<file path="src/rtl/pipe_skid_reg.sv">
// Elastic pipeline register: valid/ready stage with a 2-entry skid buffer and a registered in_ready.
// Optional stall counter enabled by defining PIPE_SKID_STALL_CNT_EN; otherwise stall_count is tied to 0.
module pipe_skid_reg #(
   parameter int unsigned      WIDTH       = 32,
   parameter logic [WIDTH-1:0] RESET_VALUE = '0,
   parameter int unsigned      CNT_W       = 16
) (
   input  logic             CLK,
   input  logic             nRST,
   input  logic             flush,
   input  logic             in_valid,
   output logic             in_ready,
   input  logic [WIDTH-1:0] in_data,
   output logic             out_valid,
   input  logic             out_ready,
   output logic [WIDTH-1:0] out_data,
   output logic [1:0]       occupancy,
   output logic [CNT_W-1:0] stall_count
);

   typedef enum logic [1:0] {
      EMPTY = 2'd0,
      ONE   = 2'd1,
      TWO   = 2'd2
   } state_e;

   state_e           state_q, state_d;
   logic [WIDTH-1:0] main_q, main_d;
   logic [WIDTH-1:0] skid_q, skid_d;
   logic             main_valid, skid_valid;
   logic             acc, dep;

   // Valids are pure decodes of the state register, so every output is registered.
   assign main_valid = (state_q != EMPTY);
   assign skid_valid = (state_q == TWO);

   assign in_ready  = !skid_valid;
   assign out_valid = main_valid;
   assign out_data  = main_q;
   assign occupancy = {1'b0, main_valid} + {1'b0, skid_valid};

   assign acc = in_valid & in_ready;
   assign dep = out_valid & out_ready;

   always_ff @(posedge CLK or negedge nRST) begin
      if (!nRST) begin
         state_q <= EMPTY;
         main_q  <= RESET_VALUE;
         skid_q  <= RESET_VALUE;
      end else begin
         state_q <= state_d;
         main_q  <= main_d;
         skid_q  <= skid_d;
      end
   end

   always_comb begin
      state_d = state_q;
      main_d  = main_q;
      skid_d  = skid_q;
      if (flush) begin
         // Flush wins over any transfer; an accepted beat this cycle is dropped.
         state_d = EMPTY;
         main_d  = RESET_VALUE;
         skid_d  = RESET_VALUE;
      end else begin
         unique case (state_q)
            EMPTY: begin
               if (acc) begin
                  state_d = ONE;
                  main_d  = in_data;
               end
            end
            ONE: begin
               if (acc && dep) begin
                  main_d = in_data;
               end else if (acc) begin
                  state_d = TWO;
                  skid_d  = in_data;
               end else if (dep) begin
                  state_d = EMPTY;
               end
            end
            TWO: begin
               if (dep) begin
                  state_d = ONE;
                  main_d  = skid_q;
               end
            end
            default: begin
               state_d = EMPTY;
               main_d  = RESET_VALUE;
               skid_d  = RESET_VALUE;
            end
         endcase
      end
   end

`ifdef PIPE_SKID_STALL_CNT_EN
   logic [CNT_W-1:0] stall_q, stall_d;

   function automatic logic [CNT_W-1:0] sat_inc(input logic [CNT_W-1:0] v);
      if (v == {CNT_W{1'b1}}) begin
         sat_inc = v;
      end else begin
         sat_inc = v + CNT_W'(1);
      end
   endfunction

   always_comb begin
      stall_d = stall_q;
      if (out_valid && !out_ready) begin
         stall_d = sat_inc(stall_q);
      end
   end

   // Only reset clears the counter; flush deliberately leaves it alone.
   always_ff @(posedge CLK or negedge nRST) begin
      if (!nRST) begin
         stall_q <= '0;
      end else begin
         stall_q <= stall_d;
      end
   end

   assign stall_count = stall_q;
`else
   assign stall_count = '0;
`endif

endmodule
</file>
<file path="config.mk">
export PLATFORM = sky130hd
export DESIGN_NAME = pipe_skid_reg
export DESIGN_NICKNAME = d
export VERILOG_FILES = /design/src/rtl/pipe_skid_reg.sv
export SDC_FILE = /design/constraint.sdc
export NUM_CORES = 1
export LEC_CHECK = 0
export ABC_AREA = 1
export ABC_CLOCK_PERIOD_IN_PS = 1800
export CAP_MARGIN = 20
export CORE_ASPECT_RATIO = 1.5
export CORE_MARGIN = 4
export CORE_UTILIZATION = 49
export DETAILED_ROUTE_END_ITERATION = 6
export GPL_ROUTABILITY_DRIVEN = 1
export PLACE_DENSITY_LB_ADDON = 0.15
export SLEW_MARGIN = 20
export SYNTH_ARGS = -nofsm -noshare
export SYNTH_HDL_FRONTEND = slang
export SYNTH_SLANG_ARGS = --single-unit
</file>
<file path="constraint.sdc">
create_clock -name CLK -period 1.8 [get_ports CLK]
set_input_delay 0.36 -clock CLK [delete_from_list [all_inputs] [get_ports CLK]]
set_output_delay 0.36 -clock CLK [all_outputs]
set_load 0.01 [all_outputs]
</file>
==> results.sh, run 1 <==
export IMPL_grt_pass1_wl_mm=12.9
export IMPL_ys_seq_area_share_pct=49.8
export IMPL_layout_area_seq_sq_um=1650
export IMPL_synth_cell_area_sq_um=3310
export IMPL_postSynthCellCount=441
export IMPL_grt_setup_unrepaired="false"
export IMPL_cts_clk_slew_worst_paths_ns=0.07
export IMPL_crit_arrival_ns=1.36
export IMPL_period_share_pct=95.4
export IMPL_die_h_um=109
export IMPL_ys_types=19
export IMPL_fillerInstances=558
export IMPL_gp_routability_congestion=0.845
export IMPL_startpoint_type="flop"
export IMPL_design_area_sq_um=4460
export IMPL_drtIter0Drc=319
export IMPL_grt_antenna_before_repair=0
export IMPL_io_pins=89
export IMPL_status="finished clean"
export IMPL_antenna_left=0
export IMPL_synthTopCellsByArea="dfrtp_1, nand2_1, buf_4"
export IMPL_row_count=36
export IMPL_clk_latency_ns=0.34
export IMPL_die_w_um=75.1
export IMPL_setup_viol=0
export IMPL_ys_warn_count=0
export IMPL_vias=2975
export IMPL_clock_sinks=66
export IMPL_power_total_mw=4.70
export IMPL_required_ns=1.44
export IMPL_yosys_area_top_type="dfrtp_1"
export IMPL_cts_buffer_depth=2
export IMPL_htreeDepth=3
export IMPL_worstSetupPathType="reg -> out"
export IMPL_drv_cap=0
export IMPL_layoutNonFillerInstCount=600
export IMPL_critical_path_top_delay_family="buffers and inverters"
export IMPL_finalCriticalPeriod_ns=1.72
export IMPL_n_antenna_cell=0
export IMPL_vias_per_cell=4.96
export IMPL_dp_cells=581
export IMPL_layout_drive_gt1_share_pct=10.5
export IMPL_leakage_nw=2.30
export IMPL_synth_seq_cells=66
export IMPL_dpl_cell_area_sq_um=4130
export IMPL_io_buffers=72
export IMPL_cts_tree="yes"
export IMPL_path_buf_inv=3
export IMPL_hold_violations=0
export IMPL_start_util_pct=50.7
export IMPL_multi_input_area_sq_um=1410
export IMPL_hold_path_class="in -> async"
export IMPL_core_sq_um=6530
export IMPL_wl_per_cell_um=13.2
export IMPL_grt_pass1_vias=2881
export IMPL_dpl_hpwl_mm=5.40
export IMPL_grt_use_total_pct=20.5
export IMPL_syn_to_final_growth_pct=34.7
export IMPL_worstPathCellList="buf_4 > nor2_2 > inv_1 > dlygate4sd2_1"
export IMPL_worst_path_max_delay_cell="dfrtp_2"
export IMPL_routed_wl_mm=7.89
export IMPL_final_util_pct=68.3
export IMPL_drtPass1Iterations=4
export IMPL_grt_overflow_total=0
export IMPL_floorplan_die_area_sq_um=8170
export IMPL_grt_max_degree=67
export IMPL_skew_ns=0.00854
export IMPL_vdd_drop_max_v=0.000677
export IMPL_slowest_delay_ns=0.43
export IMPL_crit_path_end_kind="output pin"
export IMPL_clock_root_buffer="clkbuf_8"
export IMPL_syn_avg_cell_area_sq_um=7.51
export IMPL_fmax_mhz=582
export IMPL_fin_nets=556
export IMPL_final_max_slew_viol_count=0
export IMPL_critical_path_max_fanout=3
export IMPL_worst_hold_slack_ns=0.00637
export IMPL_powerDensity_nw_per_um2=1050
export IMPL_yosys_area_top_type_share_pct=49.8
export IMPL_cts_buffers=9
export IMPL_route_detailed_drc=0
## sequential cells by signal, summed over array words and instances (netlist names)
signal,cells
out_data,32
skid_q,32
state_q,2
## cells by family after synthesis
family / synth area share (%)
buffers and inverters: 9.33
and+or+nand+nor: 35.2
other: 0.113
AOI/OAI and AO/OA: 5.48
DFF: 49.8
## cell usage in the layout (no fill, tap or decap)
| cell type | synthesis | layout |
|---|---|---|
| dlygate4sd2_1 | 0 | 4 |
| dfrtp_2 | 0 | 1 |
| buf_4 | 21 | 17 |
| o21ai_0 | 14 | 14 |
| nand3_1 | 27 | 27 |
| bufinv_16 | 0 | 6 |
| buf_12 | 0 | 6 |
| a21oi_1 | 21 | 21 |
| nor2_4 | 4 | 4 |
| nand2_2 | 2 | 2 |
| nor2_1 | 15 | 14 |
| buf_2 | 11 | 1 |
| clkbuf_8 | 0 | 9 |
| inv_2 | 2 | 2 |
| dfrtp_1 | 66 | 65 |
| nand2_1 | 235 | 235 |
| inv_1 | 5 | 5 |
| conb_1 | 1 | 16 |
| nor2_2 | 1 | 2 |
| clkdlybuf4s50_1 | 0 | 67 |
| a31oi_1 | 1 | 1 |
| nand3_2 | 3 | 3 |
| inv_4 | 1 | 1 |
| clkinv_4 | 0 | 1 |
## per-stage QoR
stage,worst slack [ns],TNS (ns)
floorplan,0.519,0
global placement,0.0240,0
detailed placement,-0.00479,-0.00479
CTS,0.0193,0
global route,0.0303,0
finish,0.0829,0
## cell type report
type	count	area share, %
Sequential cell	66	37.0
Multi-Input combinational cell	339	31.6
Timing Repair Buffer	95	21.5
Clock inverter	7	4.23
Clock buffer	9	2.78
Tap cell	76	2.13
Inverter	8	0.729
## cell usage after synthesis
| library cell | n |
|---|---|
| buf_2 | 11 |
| nand3_1 | 27 |
| conb_1 | 1 |
| inv_2 | 2 |
| buf_4 | 21 |
| buf_6 | 3 |
| nand2_2 | 2 |
| inv_4 | 1 |
| o21ai_0 | 14 |
| nand3_2 | 3 |
| inv_1 | 5 |
| nor2_2 | 1 |
| nor2_1 | 15 |
| nor2_4 | 4 |
| nand2_1 | 235 |
| a31oi_1 | 1 |
| a21oi_1 | 21 |
| clkbuf_1 | 8 |
| dfrtp_1 | 66 |
## final timing paths
| kind | startpoint | slack (ns) | endpoint | cells after the start |
|---|---|---|---|---|
| hold / removal | nRST | 0.006 | out_data[3]$_DFFE_PN0P_ | 2 |
| hold reg to reg | out_data[11]$_DFFE_PN0P_ | 0.47 | out_data[11]$_DFFE_PN0P_ | 2 |
| setup / recovery | state_q[1]$_DFFE_PN0P_ | 0.08 | out_valid | 4 |
| setup reg to reg | state_q[1]$_DFFE_PN0P_ | 0.17 | skid_q[10]$_DFFE_PN0P_ | 9 |
| min in group CLK | out_data[11]$_DFFE_PN0P_ | 0.47 | out_data[11]$_DFFE_PN0P_ | 2 |
| max in group asynchronous | nRST | 1.46 | state_q[1]$_DFFE_PN0P_ | 2 |
## power by group
| part | internal, mW | switching [mW] | leakage, nW |
|---|---|---|---|
| logic | 0.486 | 0.546 | 1.27 |
| clock network | 1.34 | 0.588 | 0.154 |
| registers | 1.64 | 0.0898 | 0.881 |
| total | 3.47 | 1.22 | 2.30 |
## metal layers
metal | share of wire [%] | vias up | track usage, %
met5 | 0 | - | 0
met4 | 1.4 | 0 | 8.13
met3 | 5.3 | 12 | 5.07
met2 | 52 | 94 | 34.5
met1 | 42 | 1378 | 24.6
li1 | - | 1491 | -
## what timing repair did
action,CTS,global route
cloned,0,0
hold endpoints to repair,0,0
setup endpoints to repair,4,1
hold buffers,0,0
pin swaps,1,0
resized for setup,6,0
buffers inserted,2,1
Power figures use the tool's default switching activity.
==> run 2: changes to the inputs <==
--- a/config.mk
+++ b/config.mk
@@ -8,9 +8,12 @@
 export ABC_AREA = 1
 export ABC_CLOCK_PERIOD_IN_PS = 1800
 export CAP_MARGIN = 20
+export CELL_PAD_IN_SITES_DETAIL_PLACEMENT = 1
+export CELL_PAD_IN_SITES_GLOBAL_PLACEMENT = 1
 export CORE_ASPECT_RATIO = 1.5
 export CORE_MARGIN = 4
-export CORE_UTILIZATION = 49
+export CORE_UTILIZATION = 36
+export CTS_BUF_LIST = sky130_fd_sc_hd__clkbuf_4
 export DETAILED_ROUTE_END_ITERATION = 6
 export GPL_ROUTABILITY_DRIVEN = 1
 export PLACE_DENSITY_LB_ADDON = 0.15
==> run 2 against run 1 <==
Setup slack lost 0.0055 ns. Critical endpoint is now out_data[12]. Clock power shrank 58%. First-iteration DRC count shrank 57%. Sequential power is essentially flat. Global-route usage is 2.3 points lower. Sequential cell count unchanged. Total power is 23% lower. Worst hold slack improved by 0.41 ns. Fmax down 0.32%.
==> results.sh, run 2 (synthesis gave the netlist of run 1 again) <==
export IMPL_io_buffers=72
export IMPL_p_clk_share_pct=22.2
export IMPL_finalSetupTns_ns=0
export IMPL_vdd_drop_max_v=0.000379
export IMPL_syn_to_final_growth_pct=31.2
export IMPL_antenna_left=0
export IMPL_crit_path_end_kind="output pin"
export IMPL_routed_wl_mm=9.39
export IMPL_cts_buffers=9
export IMPL_grt_antenna_before_repair=0
export IMPL_grt_pass1_vias=3217
export IMPL_grt_pass1_wl_mm=15.8
export IMPL_worst_path_max_delay_cell="clkdlybuf4s50_1"
export IMPL_finalCriticalPeriod_ns=1.72
export IMPL_row_count=42
export IMPL_cts_tree="yes"
export IMPL_grt_overflow_total=0
export IMPL_power_total_mw=3.61
export IMPL_grt_use_total_pct=18.2
export IMPL_io_pins=89
export IMPL_hold_violations=0
export IMPL_power_frac_comb_pct=29.6
export IMPL_hold_path_class="in -> async"
export IMPL_reg2reg_slack_ns=0.19
export IMPL_clk_latency_ns=0.41
export IMPL_drv_cap=0
export IMPL_powerDensity_nw_per_um2=831
export IMPL_seqPwrFrac_pct=48.1
export IMPL_clock_sinks=66
export IMPL_final_common_cell="nand2_1"
export IMPL_switching_share_pct=32.6
export IMPL_gp_routability_congestion=0.771
export IMPL_clock_root_buffer="clkbuf_4"
export IMPL_dpl_hpwl_mm=6.74
export IMPL_drtPass1Iterations=4
export IMPL_power_net_switching_mw=1.18
export IMPL_fin_nets=563
export IMPL_start_util_pct=37.3
export IMPL_wl_per_cell_um=14.6
export IMPL_grt_setup_unrepaired="false"
export IMPL_vias_per_cell=4.83
export IMPL_worstSetupPathType="reg -> out"
export IMPL_fmax_mhz=581
export IMPL_critical_path_max_fanout=2
export IMPL_die_w_um=86.3
export IMPL_drtIter0Drc=138
export IMPL_crit_arrival_ns=1.36
export IMPL_cts_clk_slew_worst_paths_ns=0.10
export IMPL_htreeDepth=3
export IMPL_vias=3098
export IMPL_worstPathCellList="clkdlybuf4s50_1"
export IMPL_leakage_nw=2.26
export IMPL_internal_power_mw=2.43
export IMPL_setup_viol=0
export IMPL_floorplan_die_area_sq_um=10800
export IMPL_layout_common_cells="nand2_1, clkdlybuf4s50_1, dfrtp_1"
export IMPL_layout_drive_gt1_share_pct=11.5
export IMPL_cts_buffer_depth=2
export IMPL_path_buf_inv=1
export IMPL_n_antenna_cell=0
export IMPL_core_sq_um=8880
export IMPL_fillerInstances=1133
export IMPL_status="finished clean"
export IMPL_grt_max_degree=30
export IMPL_critical_path_top_delay_family="buffers and inverters"
export IMPL_route_detailed_drc=0
export IMPL_skew_ns=0.00503
export IMPL_period_share_pct=95.7
export IMPL_slowest_delay_ns=0.55
export IMPL_required_ns=1.44
export IMPL_die_h_um=125
export IMPL_startpoint_type="flop"
export IMPL_final_max_slew_viol_count=0
## run 2: cell types whose count changed in the layout (fill, tap and decap cells not counted), moves of 2 or more
| cell | previous run | this run |
|---|---|---|
| clkbuf_4 | 0 | 11 |
| clkbuf_8 | 9 | 0 |
| buf_4 | 17 | 24 |
| bufinv_16 | 6 | 0 |
| dlygate4sd2_1 | 4 | 0 |
| clkinv_1 | 0 | 3 |
| buf_12 | 6 | 4 |
| clkdlybuf4s15_1 | 0 | 2 |
| clkinv_2 | 0 | 2 |
| dlymetal6s2s_1 | 0 | 2 |
## run 2: routing by layer
metal	vias to the layer above	GRT usage, %	routed length (um)	share of wire, %
met1	1513	21.9	3820	41
met5	-	0	0	0
li1	1505	-	-	-
met3	15	4.61	408	4.3
met4	0	5.14	172	1.8
met2	65	31.6	4980	53
## run 2: worst paths after layout
path,start,to,cells after the start
setup / recovery,out_data[12]$_DFFE_PN0P_,out_data[12],1
hold / removal,nRST,skid_q[15]$_DFFE_PN0P_,2
setup reg to reg,state_q[1]$_DFFE_PN0P_,out_data[29]$_DFFE_PN0P_,10
hold reg to reg,skid_q[7]$_DFFE_PN0P_,skid_q[7]$_DFFE_PN0P_,2
max in group asynchronous,nRST,out_data[26]$_DFFE_PN0P_,3
min in group CLK,skid_q[7]$_DFFE_PN0P_,skid_q[7]$_DFFE_PN0P_,2
## run 2: final cells by class
class | count | area (sq um) | area share, %
sequential | 66 | 1650 | 38.1
multi-input combinational | 339 | 1420 | 32.6
timing repair buffer | 102 | 997 | 22.9
tap | 110 | 138 | 3.17
clock buffer | 11 | 82.6 | 1.90
inverter | 8 | 35.0 | 0.806
clock inverter | 5 | 21.3 | 0.489
## run 2: timing repair
item,4_1_cts,5_1_grt
setup endpoints to repair,4,3
gates resized for setup,7,8
hold buffers,1,0
buffers inserted,4,2
hold endpoints to repair,14,0
pin swaps,0,1
## run 2: power groups by stage
| stage | clock network (mW) | logic, mW | registers, mW |
|---|---|---|---|
| floorplan | 0 | 0.495 | 1.80 |
| global placement | 0 | 1.02 | 1.77 |
| detailed placement | 0 | 1.04 | 1.78 |
| CTS | 0.837 | 1.07 | 1.74 |
| global route | 0.915 | 1.18 | 1.76 |
| finish | 0.803 | 1.07 | 1.74 |
## run 2: through the flow
step                      util [%]  setup slack, ns  cells  hold WS (ns)  area [sq um]
after CTS                     48.6          -0.0529    639         0.389          4320
final                         48.9           0.0775    641         0.413          4350
after global placement        47.0          -0.0588    618         0.319          4170
after detailed placement      47.0          -0.0482    618         0.322          4170
after global routing          48.9          0.00230    641         0.405          4350
after floorplan                  -            0.519    456        0.0644          3370
